File: config.mk
export PLATFORM = sky130hd
export DESIGN_NAME = uart_tx_feeder_flat
export DESIGN_NICKNAME = d
export VERILOG_FILES = /design/src/rtl/uart_tx_feeder_pkg.sv /design/src/rtl/uart_tx_feeder_if.sv /design/src/rtl/uart_tx_feeder_fifo.sv /design/src/rtl/uart_tx_feeder.sv /design/src/flat_wrapper.sv
export SDC_FILE = /design/constraint.sdc
export NUM_CORES = 1
export LEC_CHECK = 0
export CAP_MARGIN = 10
export CORE_MARGIN = 1.5
export CORE_UTILIZATION = 45
export CTS_CLUSTER_SIZE = 20
export DETAILED_ROUTE_END_ITERATION = 8
export PLACE_DENSITY = 0.72
export REMOVE_ABC_BUFFERS = 1
export SYNTH_ARGS = -nofsm -noshare
export SYNTH_HDL_FRONTEND = slang
export SYNTH_SLANG_ARGS = --single-unit
File: constraint.sdc
create_clock -name clk_i -period 3.4 [get_ports clk_i]
set_clock_uncertainty 0.15 [all_clocks]
set_input_delay 0.68 -clock clk_i [delete_from_list [all_inputs] [get_ports clk_i]]
set_output_delay 0.68 -clock clk_i [all_outputs]
set_load 0.01 [all_outputs]
File: src/rtl/uart_tx_feeder_pkg.sv
// Shared definitions for the UART TX feeder slice.
//   - default widths/depth/timeout used by the interface and modules
//   - feeder FSM state encoding
package uart_tx_pkg;

  localparam int DEF_DATA_WIDTH  = 8;
  localparam int DEF_FIFO_DEPTH  = 8;
  localparam int DEF_ACK_TIMEOUT = 16;

  typedef enum logic [1:0] {
    ST_IDLE      = 2'b00,
    ST_ISSUE     = 2'b01,
    ST_WAIT_ACK  = 2'b11,
    ST_WAIT_DONE = 2'b10
  } feeder_state_e;

endpackage

File: src/rtl/uart_tx_feeder_if.sv
// System-side and TX-controller-side signals of the feeder.
//   master : system / TX controller side (drives writes, clear and busy)
//   slave  : the feeder itself
interface uart_tx_feeder_if
  import uart_tx_pkg::*;
#(
  parameter int DATA_WIDTH = DEF_DATA_WIDTH,
  parameter int FIFO_DEPTH = DEF_FIFO_DEPTH
);
  localparam int LVL_W = $clog2(FIFO_DEPTH) + 1;

  logic                  wr_en;
  logic [DATA_WIDTH-1:0] wr_data;
  logic                  clr_err;
  logic                  tx_busy;
  logic [DATA_WIDTH-1:0] tx_p_data;
  logic                  tx_data_valid;
  logic                  fifo_full;
  logic                  fifo_empty;
  logic [LVL_W-1:0]      fill_level;
  logic                  overflow;
  logic                  ack_err;

  modport master (
    output wr_en, wr_data, clr_err, tx_busy,
    input  tx_p_data, tx_data_valid, fifo_full, fifo_empty, fill_level, overflow, ack_err
  );

  modport slave (
    input  wr_en, wr_data, clr_err, tx_busy,
    output tx_p_data, tx_data_valid, fifo_full, fifo_empty, fill_level, overflow, ack_err
  );

endinterface

File: src/rtl/uart_tx_feeder_fifo.sv
// Synchronous first-word-fall-through FIFO feeding the TX launcher.
//   clk_i, rst_i   : clock, async active-high reset
//   push_i/_data_i : write request and data
//   pop_i          : consume head (ignored when empty)
//   head_o         : current head word
//   full_o/empty_o : occupancy flags, count_o : entry count
//   drop_o         : a push was refused this cycle
module uart_sync_fifo
  import uart_tx_pkg::*;
#(
  parameter  int DATA_WIDTH = DEF_DATA_WIDTH,
  parameter  int FIFO_DEPTH = DEF_FIFO_DEPTH,
  localparam int PTR_W      = $clog2(FIFO_DEPTH),
  localparam int LVL_W      = PTR_W + 1
) (
  input  logic                  clk_i,
  input  logic                  rst_i,
  input  logic                  push_i,
  input  logic [DATA_WIDTH-1:0] push_data_i,
  input  logic                  pop_i,
  output logic [DATA_WIDTH-1:0] head_o,
  output logic                  full_o,
  output logic                  empty_o,
  output logic [LVL_W-1:0]      count_o,
  output logic                  drop_o
);

  logic [DATA_WIDTH-1:0] mem_q [FIFO_DEPTH];
  logic [PTR_W-1:0]      wr_ptr_q, rd_ptr_q;
  logic [LVL_W-1:0]      count_q;
  logic                  do_push, do_pop;

  assign do_pop  = pop_i && (count_q != '0);
  // A full FIFO still takes a write when the head leaves in the same cycle.
  assign do_push = push_i && ((count_q != LVL_W'(FIFO_DEPTH)) || do_pop);
  assign drop_o  = push_i && !do_push;

  always_ff @(posedge clk_i or posedge rst_i) begin
    if (rst_i) begin
      wr_ptr_q <= '0;
      rd_ptr_q <= '0;
      count_q  <= '0;
    end else begin
      // Depth is a power of two, so pointers wrap by natural overflow.
      if (do_push) wr_ptr_q <= wr_ptr_q + 1'b1;
      if (do_pop)  rd_ptr_q <= rd_ptr_q + 1'b1;
      case ({do_push, do_pop})
        2'b10:   count_q <= count_q + 1'b1;
        2'b01:   count_q <= count_q - 1'b1;
        default: count_q <= count_q;
      endcase
    end
  end

  always_ff @(posedge clk_i) begin
    if (do_push) mem_q[wr_ptr_q] <= push_data_i;
  end

  assign head_o  = mem_q[rd_ptr_q];
  assign full_o  = (count_q == LVL_W'(FIFO_DEPTH));
  assign empty_o = (count_q == '0);
  assign count_o = count_q;

endmodule

File: src/rtl/uart_tx_feeder.sv
// Queues system bytes and launches them one at a time into the UART TX
// controller, pacing on its busy flag and retrying unacknowledged launches.
//   clk_i : block clock
//   rst_i : async active-high reset
//   bus   : system writes, error clear, TX handshake and status (slave side)
//
// state        | meaning
// ST_IDLE      | wait for data and TX idle, then pop head and launch
// ST_ISSUE     | one-cycle launch pulse on tx_data_valid
// ST_WAIT_ACK  | wait for tx_busy to rise, relaunch on timeout
// ST_WAIT_DONE | wait for tx_busy to fall
module uart_tx_feeder
  import uart_tx_pkg::*;
#(
  parameter int DATA_WIDTH  = DEF_DATA_WIDTH,
  parameter int FIFO_DEPTH  = DEF_FIFO_DEPTH,
  parameter int ACK_TIMEOUT = DEF_ACK_TIMEOUT
) (
  input logic           clk_i,
  input logic           rst_i,
  uart_tx_feeder_if.slave bus
);

  localparam int LVL_W = $clog2(FIFO_DEPTH) + 1;
  localparam int CNT_W = (ACK_TIMEOUT > 1) ? $clog2(ACK_TIMEOUT) : 1;
  localparam logic [CNT_W-1:0] CNT_TERM = CNT_W'(ACK_TIMEOUT - 1);

  feeder_state_e         state_q;
  logic [DATA_WIDTH-1:0] tx_p_data_q;
  logic                  tx_data_valid_q;
  logic [CNT_W-1:0]      cnt_q;
  logic                  ack_err_q, ack_err_d;
  logic                  overflow_q, overflow_d;

  logic [DATA_WIDTH-1:0] fifo_head;
  logic                  fifo_full, fifo_empty, fifo_drop;
  logic [LVL_W-1:0]      fifo_count;
  logic                  launch, ack_expire;

  assign launch     = (state_q == ST_IDLE) && !fifo_empty && !bus.tx_busy;
  assign ack_expire = (state_q == ST_WAIT_ACK) && !bus.tx_busy && (cnt_q == CNT_TERM);

  uart_sync_fifo #(
    .DATA_WIDTH (DATA_WIDTH),
    .FIFO_DEPTH (FIFO_DEPTH)
  ) u_fifo (
    .clk_i       (clk_i),
    .rst_i       (rst_i),
    .push_i      (bus.wr_en),
    .push_data_i (bus.wr_data),
    .pop_i       (launch),
    .head_o      (fifo_head),
    .full_o      (fifo_full),
    .empty_o     (fifo_empty),
    .count_o     (fifo_count),
    .drop_o      (fifo_drop)
  );

  // A new error event in the same cycle as a clear keeps the flag set.
  assign overflow_d = fifo_drop  || (overflow_q && !bus.clr_err);
  assign ack_err_d  = ack_expire || (ack_err_q  && !bus.clr_err);

  always_ff @(posedge clk_i or posedge rst_i) begin
    if (rst_i) begin
      state_q         <= ST_IDLE;
      tx_p_data_q     <= '0;
      tx_data_valid_q <= 1'b0;
      cnt_q           <= '0;
      ack_err_q       <= 1'b0;
      overflow_q      <= 1'b0;
    end else begin
      ack_err_q  <= ack_err_d;
      overflow_q <= overflow_d;
      case (state_q)
        ST_IDLE: begin
          if (launch) begin
            tx_p_data_q     <= fifo_head;
            tx_data_valid_q <= 1'b1;
            state_q         <= ST_ISSUE;
          end
        end
        ST_ISSUE: begin
          tx_data_valid_q <= 1'b0;
          cnt_q           <= '0;
          state_q         <= ST_WAIT_ACK;
        end
        ST_WAIT_ACK: begin
          if (bus.tx_busy) begin
            state_q <= ST_WAIT_DONE;
          end else if (cnt_q == CNT_TERM) begin
            // Relaunch the held byte; the FIFO is not popped again.
            tx_data_valid_q <= 1'b1;
            state_q         <= ST_ISSUE;
          end else begin
            cnt_q <= cnt_q + 1'b1;
          end
        end
        ST_WAIT_DONE: begin
          if (!bus.tx_busy) state_q <= ST_IDLE;
        end
        default: state_q <= ST_IDLE;
      endcase
    end
  end

  assign bus.tx_p_data     = tx_p_data_q;
  assign bus.tx_data_valid = tx_data_valid_q;
  assign bus.fifo_full     = fifo_full;
  assign bus.fifo_empty    = fifo_empty;
  assign bus.fill_level    = fifo_count;
  assign bus.overflow      = overflow_q;
  assign bus.ack_err       = ack_err_q;

endmodule

File: src/flat_wrapper.sv
// flat-port wrapper written by rule: the top's interface ports become plain ports
module uart_tx_feeder_flat import uart_tx_pkg::*;
#(
  parameter int DATA_WIDTH  = DEF_DATA_WIDTH,
  parameter int FIFO_DEPTH  = DEF_FIFO_DEPTH,
  parameter int ACK_TIMEOUT = DEF_ACK_TIMEOUT
)
  (clk_i, rst_i, bus_wr_en, bus_wr_data, bus_clr_err, bus_tx_busy, bus_tx_p_data, bus_tx_data_valid, bus_fifo_full, bus_fifo_empty, bus_fill_level, bus_overflow, bus_ack_err);
  uart_tx_feeder_if #(.DATA_WIDTH(DATA_WIDTH), .FIFO_DEPTH(FIFO_DEPTH)) bus_i ();
  input logic clk_i;
  input logic rst_i;
  input wire logic [$bits(bus_i.wr_en)-1:0] bus_wr_en;
  input wire logic [$bits(bus_i.wr_data)-1:0] bus_wr_data;
  input wire logic [$bits(bus_i.clr_err)-1:0] bus_clr_err;
  input wire logic [$bits(bus_i.tx_busy)-1:0] bus_tx_busy;
  output wire logic [$bits(bus_i.tx_p_data)-1:0] bus_tx_p_data;
  output wire logic [$bits(bus_i.tx_data_valid)-1:0] bus_tx_data_valid;
  output wire logic [$bits(bus_i.fifo_full)-1:0] bus_fifo_full;
  output wire logic [$bits(bus_i.fifo_empty)-1:0] bus_fifo_empty;
  output wire logic [$bits(bus_i.fill_level)-1:0] bus_fill_level;
  output wire logic [$bits(bus_i.overflow)-1:0] bus_overflow;
  output wire logic [$bits(bus_i.ack_err)-1:0] bus_ack_err;
  assign bus_i.wr_en = bus_wr_en;
  assign bus_i.wr_data = bus_wr_data;
  assign bus_i.clr_err = bus_clr_err;
  assign bus_i.tx_busy = bus_tx_busy;
  assign bus_tx_p_data = bus_i.tx_p_data;
  assign bus_tx_data_valid = bus_i.tx_data_valid;
  assign bus_fifo_full = bus_i.fifo_full;
  assign bus_fifo_empty = bus_i.fifo_empty;
  assign bus_fill_level = bus_i.fill_level;
  assign bus_overflow = bus_i.overflow;
  assign bus_ack_err = bus_i.ack_err;
  uart_tx_feeder #(.DATA_WIDTH(DATA_WIDTH), .FIFO_DEPTH(FIFO_DEPTH), .ACK_TIMEOUT(ACK_TIMEOUT)) u_core (.clk_i(clk_i), .rst_i(rst_i), .bus(bus_i));
endmodule
* After elaboration in Yosys (flattened, before gate mapping)
Memory sizes are Yosys's and may differ from the RTL's. A register that Yosys moved wholly into a read port is not among the register bits.
Index checks and enable logic that the tools add are counted.
** Storage, ports and cells
- Flip-flop bits (word level) :: 19
- Latch bits :: 0
- Bits in writable memories :: 64
- Bits in read-only memories :: 0
- Bits of input ports :: 13
- Output and inout port bits :: 17
- Memories :: 1
** Cells by class
- Add/sub/neg operators :: 5
- $mul :: 0
- Div/mod/pow operators :: 0
- Magnitude comparators :: 0
- Equality and inequality tests :: 14
- Shift operators :: 0
- Multiplexer cells :: 15
- Bitwise gates (word level) :: 0
- Reductions and logical operators :: 26
** Memory list
- u_core.u_fifo.mem_q :: depth 8, width 8, rd ports 1, clocked after Yosys merged registers in 1, wr ports 1, RTL line uart_tx_feeder_fifo.sv:28 : logic [DATA_WIDTH-1:0] mem_q [FIFO_DEPTH];
** Operator list (count)
- 4-bit one-hot mux with 2 select lines :: 2
- 2-bit != test (second input constant) :: 5
- 1-bit logical AND :: 9
- 4-bit by 1-bit adder with 4-bit output (second input constant) :: 2
- 4-bit equality test (second input constant) :: 2
- 2-bit 2-to-1 mux :: 4
- 4-bit 2-to-1 mux :: 2
- 2-bit one-hot mux with 4 select lines :: 1
- 3-bit by 1-bit adder with 3-bit output (second input constant) :: 2
- 2-bit equality test (second input constant) :: 3
- 3-bit AND reduction :: 2
- 1-bit 2-to-1 mux :: 5
- 2-bit by 1-bit equality test with 1-bit output (second input constant) :: 2
- 1-bit zero test :: 4
- 4-bit zero test :: 1
- 4-bit != test (second input constant) :: 1
- 4-bit AND reduction :: 1
- 2-bit nonzero test :: 2
- 4-bit nonzero test :: 1
- 4-bit by 1-bit subtractor with 4-bit output (second input constant) :: 1
- 1-bit logical OR :: 3
- 3-bit != test (second input constant) :: 1
- 1-bit one-hot mux with 3 select lines :: 1
- 3-bit nonzero test :: 1
- 2 further kinds :: 2

* Longest topological paths before layout
Gate-level depths: netlist (run 1).
- Word-level depth :: 10
- Mapped depth :: 9
- Depth with buffers taken out :: 8

* Hierarchy
Synthesis (run 1) repeated with hierarchy kept, for this count alone.
** Unflattened totals
- Cells, all modules :: 227
- Area total of the unflattened synthesis :: 3910.0 um^2
** Modules (own cells, without submodules)
- uart_sync_fifo :: instances 1, cells each 166, area each 3156.8 um^2, seq. area each 2172.1 um^2
- uart_tx_feeder :: instances 1, cells each 61, area each 753.2 um^2, seq. area each 425.4 um^2

* Worst setup path before layout (run 1)
No wires, ideal clock.
- Kind :: input-to-reg
- From :: input port bus_tx_busy
- To :: memory u_core.u_fifo.mem_q[4][0] in the netlist's numbering, enable pin
- Library setup time :: 0.395 ns
- Data arrival time :: 2.119 ns
- Required time :: 2.855 ns
- Slack :: 0.736 ns
- Cell stages on the path :: 3
- Cells stage by stage :: or3_4 -> and3_1 -> nor4_1
** On the way
- Longest elaborated chain between the ends :: 7
** Ends and longest elaborated chain
- start: declaration :: RTL line flat_wrapper.sv:15 : input wire logic [$bits(bus_i.tx_busy)-1:0] bus_tx_busy;
- 1-bit zero test :: RTL line uart_tx_feeder.sv:40 : assign launch = (state_q == ST_IDLE) && !fifo_empty && !bus.tx_busy;
- 1-bit logical AND :: RTL line uart_tx_feeder.sv:40
- 1-bit logical AND :: RTL line uart_tx_feeder_fifo.sv:33 : assign do_pop = pop_i && (count_q != '0);
- 1-bit logical OR :: RTL line uart_tx_feeder_fifo.sv:35 : assign do_push = push_i && ((count_q != LVL_W'(FIFO_DEPTH)) || do_pop);
- 1-bit logical AND :: RTL line uart_tx_feeder_fifo.sv:35
- 1-bit 2-to-1 mux :: RTL line uart_tx_feeder_fifo.sv:56 : if (do_push) mem_q[wr_ptr_q] <= push_data_i;
- 1-bit 2-to-1 mux (implied by the code) :: RTL line uart_tx_feeder_fifo.sv:56
- end: declaration :: RTL line uart_tx_feeder_fifo.sv:28
No other way between the ends.

* Final worst setup path (run 1)
- From :: register u_core.u_fifo.count_q[1], in the netlist u_core.u_fifo.count_o[1]
- To :: output port bus_fifo_full
** On the way
- Longest elaborated chain between the ends :: 1
** Ends and longest elaborated chain
- start: declaration :: RTL line uart_tx_feeder_fifo.sv:30 : logic [LVL_W-1:0] count_q;
- start signal: assignment :: RTL line uart_tx_feeder_fifo.sv:48 : 2'b10: count_q <= count_q + 1'b1;
- start signal: assignment :: RTL line uart_tx_feeder_fifo.sv:49 : 2'b01: count_q <= count_q - 1'b1;
- start signal: assignment :: RTL line uart_tx_feeder_fifo.sv:50 : default: count_q <= count_q;
- 4-bit equality test :: RTL line uart_tx_feeder_fifo.sv:60 : assign full_o = (count_q == LVL_W'(FIFO_DEPTH));
- end: declaration :: RTL line flat_wrapper.sv:18 : output wire logic [$bits(bus_i.fifo_full)-1:0] bus_fifo_full;
No other way between the ends.

==> out/metrics.csv, run 1 <==
stage;metric;value;unit
outcome;outcome;finished clean;
synth;ys.flop_type;edfxtp_1;
synth;synthMuxAreaShare;0.1207;
finish;nets;302;
synth;synth_xor_area_frac;0.02023;
sta;fin_crit_sh;0.8427;
place;gpl.final_weighted_congestion;0.8043;
synth;synthSimpleGateAreaFrac;0.09723;
clocking;clk_latency;0.35;ns
sta;setup_tns;0;ns
routing;top_layer;met4;
clocking;clockRootBuffer;clkbuf_8;
floorplanning;die_h;95.32;um
finish;diodes;0;
grt;antenna_found_initial;0;
grt;grt_pass1_vias;2048;
floorplanning;die_x;95.32;um
clocking;clock-sinks;91;
clocking;clkTransAtPathRegs;0.10;ns
synth;ys_async_sr_fraction;0.2967;
finish;fin_area;4493;um2
sta;setup-violations-final;0;
finish;area_growth;17.16;%
place;io_buffers;29;
routing;drt.antenna.violating_nets;0;
grt;grt_usage;0.1634;
pwr;netSwitchingPower;1.191;mW
grt;grt_start_max_net_pins;28;
finish;layout-drive-gt1-share;0.1771;
critical_path;cp_max_fo;8;
routing;wl_met3;235;um
sta;tightest_slew;0.8271;ns
clocking;cts_tree;built;
routing;dr.pass1.iters;4;
sta;fin_crit;2.865;ns
pwr;power_frac_comb;0.322;
critical_path;crit_slowest_cell;clkdlybuf4s50_1;
routing;drtIter0Drc;125;
synth;synth_cell_type_count;43;
synth;yosys_warnings;0;
floorplanning;num_rows;33;
sta;relSlewSlack;0.4486;
synth;synth_common_cells;edfxtp_1 (64), dfrtp_1 (27), nand2_1 (25), mux4_2 (16), nand3_1 (9);
finish;multiInputGateArea;1149;um2
sta;drv_slew;0;
synth;synthTopCellsByArea;edfxtp_1 (50%), dfrtp_1 (18%), mux4_2 (9.4%);
place;place_area;4277;um2
synth;syn-mean-instance-area;15.85;um2
synth;yosysSeqAreaShare;0.6773;
critical_path;end_kind;primary output;
sta;fin_ws;0.5347;ns
finish;final-seq-area;2597;um2
synth;netlist_area;3835;um2
floorplanning;io_pins;30;
synth;synth_fa_ha_area_frac;0.02153;
sta;finalHoldViolations;0;
sta;max_freq;0.3490;GHz
critical_path;path_cells;nor3_1 -> and2_1 -> clkdlybuf4s50_1;
min_path;min_path_type;reg -> reg;
critical_path;worstSetupPathType;reg -> out;
routing;post_drt_wl_per_cell;16.61;um
synth;yosysMostFrequentCell;edfxtp_1;
synth;ys_ff_latch;91;
pwr;swShare;0.3268;
routing;wl_met1;2886;um
clocking;numCtsBuffers;9;
clocking;h-tree-depth;3;
pwr;power_density;811.5;nW/um2
clocking;ctsHoldBuffers;0;
synth;synth_compound_gate_area_share;0.03980;
synth;synth_area_leader_cell;edfxtp_1;
routing;vias;2059;
flow_run;cap_violations;0;
sta;whs;0.3352;ns
synth;synth_edf_count;64;
critical_path;required;2.57;ns
clocking;postCtsSetupBuffers;0;
floorplanning;start_util;0.4667;
finish;fillers;647;
sta;rsz0062_at_grt;false;
synth;synth_top_family_by_area;multiplexers;
floorplanning;core_area;8217;um2
grt;grt-ovfl-total;0;
critical_path;crit_arrival;2.04;ns
place;preCtsSetupSlack;0.2230;ns
clocking;cts_resized;0;
synth;netlist.area_leader.share;0.5011;
pwr;p_clk_frac;0.210;
pwr;leakagePower;1.638;nW
pwr;ir_drop;366.6;uV
place;hpwlAfterDp;4146;um
routing;viasPerCell;5.239;
clocking;cts_buffer_depth;2;
routing;drc_errors;0;
routing;wl_met2;3314;um
critical_path;critical-path-max-stage-delay;0.53;ns
grt;grt_first_pass_wirelength;10540;um
pwr;p_int;2.455;mW
pwr;p_seq_frac;0.468;
critical_path;cp-start-kind;flop;
synth;synthesis.instances;242;
floorplanning;dieArea;9085;um2
routing;totalWireLength;6527;um
through the flow:
stage	utilization	total power, mW	std cells
2_1_floorplan	-	2.457	231
3_3_place_gp	0.5205	2.884	377
5_1_grt	0.5468	3.877	393
3_5_place_dp	0.5205	2.924	377
6_report	0.5468	3.646	393
4_1_cts	0.5468	3.699	393
final timing paths:
check / startpoint / endpoint / slack, ns / cells past startpoint
setup / recovery: u_core.u_fifo.count_o[1] / bus_fifo_full / 0.53 / 3
hold / removal: u_core.bus.tx_p_data[3] / u_core.bus.tx_p_data[3] / 0.34 / 2
setup reg to reg: u_core.u_fifo.count_o[1] / u_core.u_fifo.count_o[3] / 0.75 / 8
hold reg to reg: u_core.bus.tx_p_data[3] / u_core.bus.tx_p_data[3] / 0.34 / 2
max in group asynchronous: rst_i / u_core.state_q[0] / 2.28 / 3
min in group asynchronous: rst_i / u_core.bus.tx_p_data[4] / 0.54 / 3
routing by layer:
metal,global-route usage,vias to the layer above
met5,0,-
met4,0.07836,0
met3,0.03110,5
met2,0.2595,39
met1,0.2165,1009
li1,-,1006
cells by family after synthesis:
| family | count (synthesis) |
|---|---|
| compound gates | 25 |
| flops | 91 |
| fa+ha+maj | 6 |
| simple gates | 70 |
| mux | 26 |
| buf+inv | 16 |
| xor+xnor | 8 |
state kept, by name (all words and copies together), names as in the netlist:
| signal | cells |
|---|---|
| u_core.u_fifo.wr_ptr_q | 3 |
| u_core.u_fifo.rd_ptr_q | 3 |
| u_core.bus.ack_err | 1 |
| u_core.bus.overflow | 1 |
| u_core.cnt_q | 4 |
| u_core.bus.tx_p_data | 8 |
| u_core.u_fifo.count_o | 4 |
| u_core.state_q | 2 |
| u_core.bus.tx_data_valid | 1 |
| u_core.u_fifo.mem_q | 64 |
worst max-delay path, delay by kind of cell (launching register included):
kind / cells / cell delay (ns)
buffers and inverters: 1 / 0.53
flip-flops: 1 / 0.50
AND/OR/NAND/NOR: 2 / 0.66
power by group through the flow:
stage               clock network [mW]  registers (mW)  logic (mW)
floorplan                            0            1.75       0.708
global placement                     0            1.72        1.16
detailed placement                   0            1.73        1.19
CTS                              0.794            1.71        1.19
global route                     0.839            1.75        1.29
finish                           0.767            1.71        1.17
area by class of cell:
class,count,area share
timing repair buffer,41,0.08466
clock inverter,7,0.02061
tap,105,0.02924
sequential,91,0.5781
inverter,5,0.004177
multi-input combinational,135,0.2556
clock buffer,9,0.02757
cell usage in the layout (no fill, tap or decap), types with 2 or more instances in the layout:
cell and instances:
a21oi_1 5, a221o_1 2, and2_1 2, and3_1 2, buf_4 12, clkbuf_8 9, clkdlybuf4s50_1 29, clkinv_4 2
dfrtp_1 27, edfxtp_1 64, ha_1 5, inv_1 5, inv_6 2, mux2_2 2, mux2i_1 8, mux4_2 16
nand2_1 25, nand2b_1 2, nand3_1 9, nand3b_1 4, nor2_1 7, nor2b_1 3, nor3_1 6, nor3b_1 2
nor4_1 2, o211ai_1 2, o21ai_0 4, o21ai_1 8, xnor2_1 5, xor2_1 2
No activity file was read; power rests on OpenSTA's default activity.
==> inputs of run 2 (changes only) <==
==> constraint.sdc (replaced) <==
create_clock -name clk_i -period 2.7 [get_ports clk_i]
set_clock_uncertainty 0.15 [all_clocks]
set_input_delay 0.54 -clock clk_i [delete_from_list [all_inputs] [get_ports clk_i]]
set_output_delay 0.54 -clock clk_i [all_outputs]
set_load 0.01 [all_outputs]
==> run 2 against run 1 <==
Net effect: routed wire length grew 4.8%; sequential power grew 22%; final cell count grew 3.1%.
==> out/metrics.csv, run 2 (synthesized netlist as in run 1, its figures left out) <==
stage;metric;value;unit;change
outcome;outcome;finished clean;;
place;gpl.final_weighted_congestion;0.8459;;+5.2%
sta;max_freq;0.3878;GHz;
clocking;numCtsBuffers;9;;unchanged
routing;totalWireLength;6843;um;+4.8%
clocking;clkTransAtPathRegs;0.09;ns;about the same
critical_path;r2r-end;u_core.u_fifo.count_o[3];;
grt;antenna_found_initial;0;;unchanged
grt;grt_pass1_vias;2194;;+7.1%
clocking;clk_latency;0.35;ns;about the same
critical_path;required;2.01;ns;-0.56 ns
min_path;min-delay-start;u_core.bus.tx_p_data[0];;
place;io_buffers;29;;unchanged
finish;layout_common_cells;edfxtp_1 (64), clkdlybuf4s50_1 (29), dfrtp_1 (27);;
critical_path;end_kind;primary output;;
finish;layout.cells.most_common;edfxtp_1;;
sta;fin_crit_sh;0.9550;;
finish;fin_util;0.5560;;+0.009137
sta;whs;0.3368;ns;+0.001651 ns
clocking;clock-sinks;91;;unchanged
clocking;postCtsSetupBuffers;0;;unchanged
critical_path;r2r_start;u_core.u_fifo.count_o[1];;
sta;finalHoldViolations;0;;unchanged
grt;grt_first_pass_wirelength;11160;um;+6.0%
sta;setup-violations-final;0;;unchanged
critical_path;cp-start-kind;flop;;
sta;tightest_slew;0.5587;ns;-0.2683 ns
floorplanning;core_area;8217;um2;unchanged
floorplanning;io_pins;30;;unchanged
routing;drtIter0Drc;125;;unchanged
grt;grt_usage;0.1729;;+0.009509
pwr;leakagePower;1.682;nW;+2.6%
critical_path;cp_max_fo;8;;unchanged
finish;area_growth;19.12;%;
clocking;clockRootBuffer;clkbuf_8;;
sta;rsz0062_at_grt;false;;
critical_path;rrSetupSlack;0.32;ns;-0.43 ns
place;place_area;4367;um2;+2.1%
grt;grt_start_max_net_pins;28;;unchanged
min_path;whs_path_depth;2;;unchanged
routing;drc_errors;0;;unchanged
pwr;ir_drop;353.9;uV;-3.5%
floorplanning;start_util;0.4667;;unchanged
routing;dr.pass1.iters;4;;unchanged
floorplanning;die_h;95.32;um;unchanged
grt;grt-ovfl-total;0;;unchanged
sta;fin_crit;2.579;ns;
finish;diodes;0;;unchanged
min_path;hold_end;u_core.bus.tx_p_data[0];;
sta;relSlewSlack;0.6275;;+0.1789
critical_path;worstSetupPathType;reg -> out;;
clocking;cts_tree;built;;
finish;regMostFlops;u_core.u_fifo.mem_q;;
critical_path;crit_arrival;1.89;ns;-0.15 ns
critical_path;rr_worst_depth;8;;unchanged
floorplanning;num_rows;33;;unchanged
flow_run;cap_violations;0;;unchanged
finish;fin_area;4568;um2;+1.7%
routing;vias;2154;;+4.6%
finish;nets;314;;+4.0%
finish;layout-drive-gt1-share;0.2067;;+0.02958
pwr;power_density;1018;nW/um2;+25%
min_path;min_path_type;reg -> reg;;
place;hpwlAfterDp;4516;um;+8.9%
clocking;cts_resized;0;;unchanged
floorplanning;dieArea;9085;um2;unchanged
sta;drv_slew;0;;unchanged
routing;drt.antenna.violating_nets;0;;unchanged
clocking;ctsHoldBuffers;0;;unchanged
floorplanning;die_x;95.32;um;unchanged
routing;viasPerCell;5.319;;+1.5%
clocking;cts_buffer_depth;2;;unchanged
finish;largest_reg_flops;64;;unchanged
routing;post_drt_wl_per_cell;16.90;um;+1.7%
clocking;h-tree-depth;3;;unchanged
==> run 2: cell count changes in the layout (fill, tap and decap cells not counted) <==
| cell | change |
|---|---|
| inv_6 | -1 |
| clkinv_8 | -1 |
| clkinv_4 | -1 |
| clkinvlp_4 | +2 |
| clkbuf_1 | +1 |
| buf_4 | +12 |
==> run 2: report_power, final <==
part / total, mW / switching [mW] / leakage [nW] / internal, mW
Sequential: 2.08 / 0.256 / 0.915 / 1.83
Combinational: 1.65 / 0.756 / 0.672 / 0.892
Clock: 0.921 / 0.481 / 0.0950 / 0.439
Total: 4.65 / 1.49 / 1.68 / 3.16
==> run 2: routing by layer <==
metal  GRT usage  up-vias  routed length [um]
li1            -     1028                   -
met3     0.03349        9                 235
met1      0.2160     1067                2925
met2      0.2908       50                3558
met5           0        -                   0
met4     0.07836        0                 124
==> run 2: layout make-up <==
cell class | instances | area, um2
clock buffer | 10 | 127.6
tap | 105 | 131.4
timing repair buffer | 53 | 470.5
multi-input combinational | 135 | 1149
clock inverter | 6 | 73.82
fill | 645 | 3649
sequential | 91 | 2597
inverter | 5 | 18.77
==> run 2: worst max path at each step <==
| stage | endpoint | slack, ns | start | cells after the start |
|---|---|---|---|---|
| after floorplan | u_core.u_fifo.count_o[3] | 0.14 | u_core.u_fifo.count_o[1] | 8 |
| after global placement | u_core.u_fifo.count_o[3] | -0.03 | bus_tx_busy | 9 |
| after detailed placement | u_core.u_fifo.count_o[3] | -0.11 | bus_tx_busy | 9 |
| after CTS | bus_fifo_empty | 0.11 | u_core.u_fifo.count_o[1] | 3 |
| after global routing | bus_fifo_empty | 0.02 | u_core.u_fifo.count_o[1] | 3 |
| final | bus_fifo_empty | 0.12 | u_core.u_fifo.count_o[1] | 3 |
==> run 2: worst max-delay path, stage by stage, from the launching register on <==
cell,delay [ns]
dfrtp_1,0.51
nor4_4,0.30
buf_4,0.19
clkdlybuf4s50_1,0.54
==> run 2: through the flow <==
step	worst slack, ns	power (mW)	cells	TNS (ns)
floorplan	0.1438	3.094	231	0
global placement	-0.02699	3.718	389	-0.02699
detailed placement	-0.1097	3.778	389	-0.2209
CTS	0.1136	4.701	405	0
global route	0.02460	4.947	405	0
finish	0.1214	4.650	405	0
==> inputs of run 3 (changes only) <==
--- a/config.mk
+++ b/config.mk
@@ -5,6 +5,7 @@
 export SDC_FILE = /design/constraint.sdc
 export NUM_CORES = 1
 export LEC_CHECK = 0
+export ABC_CLOCK_PERIOD_IN_PS = 2700
 export CAP_MARGIN = 10
 export CORE_MARGIN = 1.5
 export CORE_UTILIZATION = 45
==> results of run 3 <==
Final layout, timing and power as in run 2 (identical DEF).
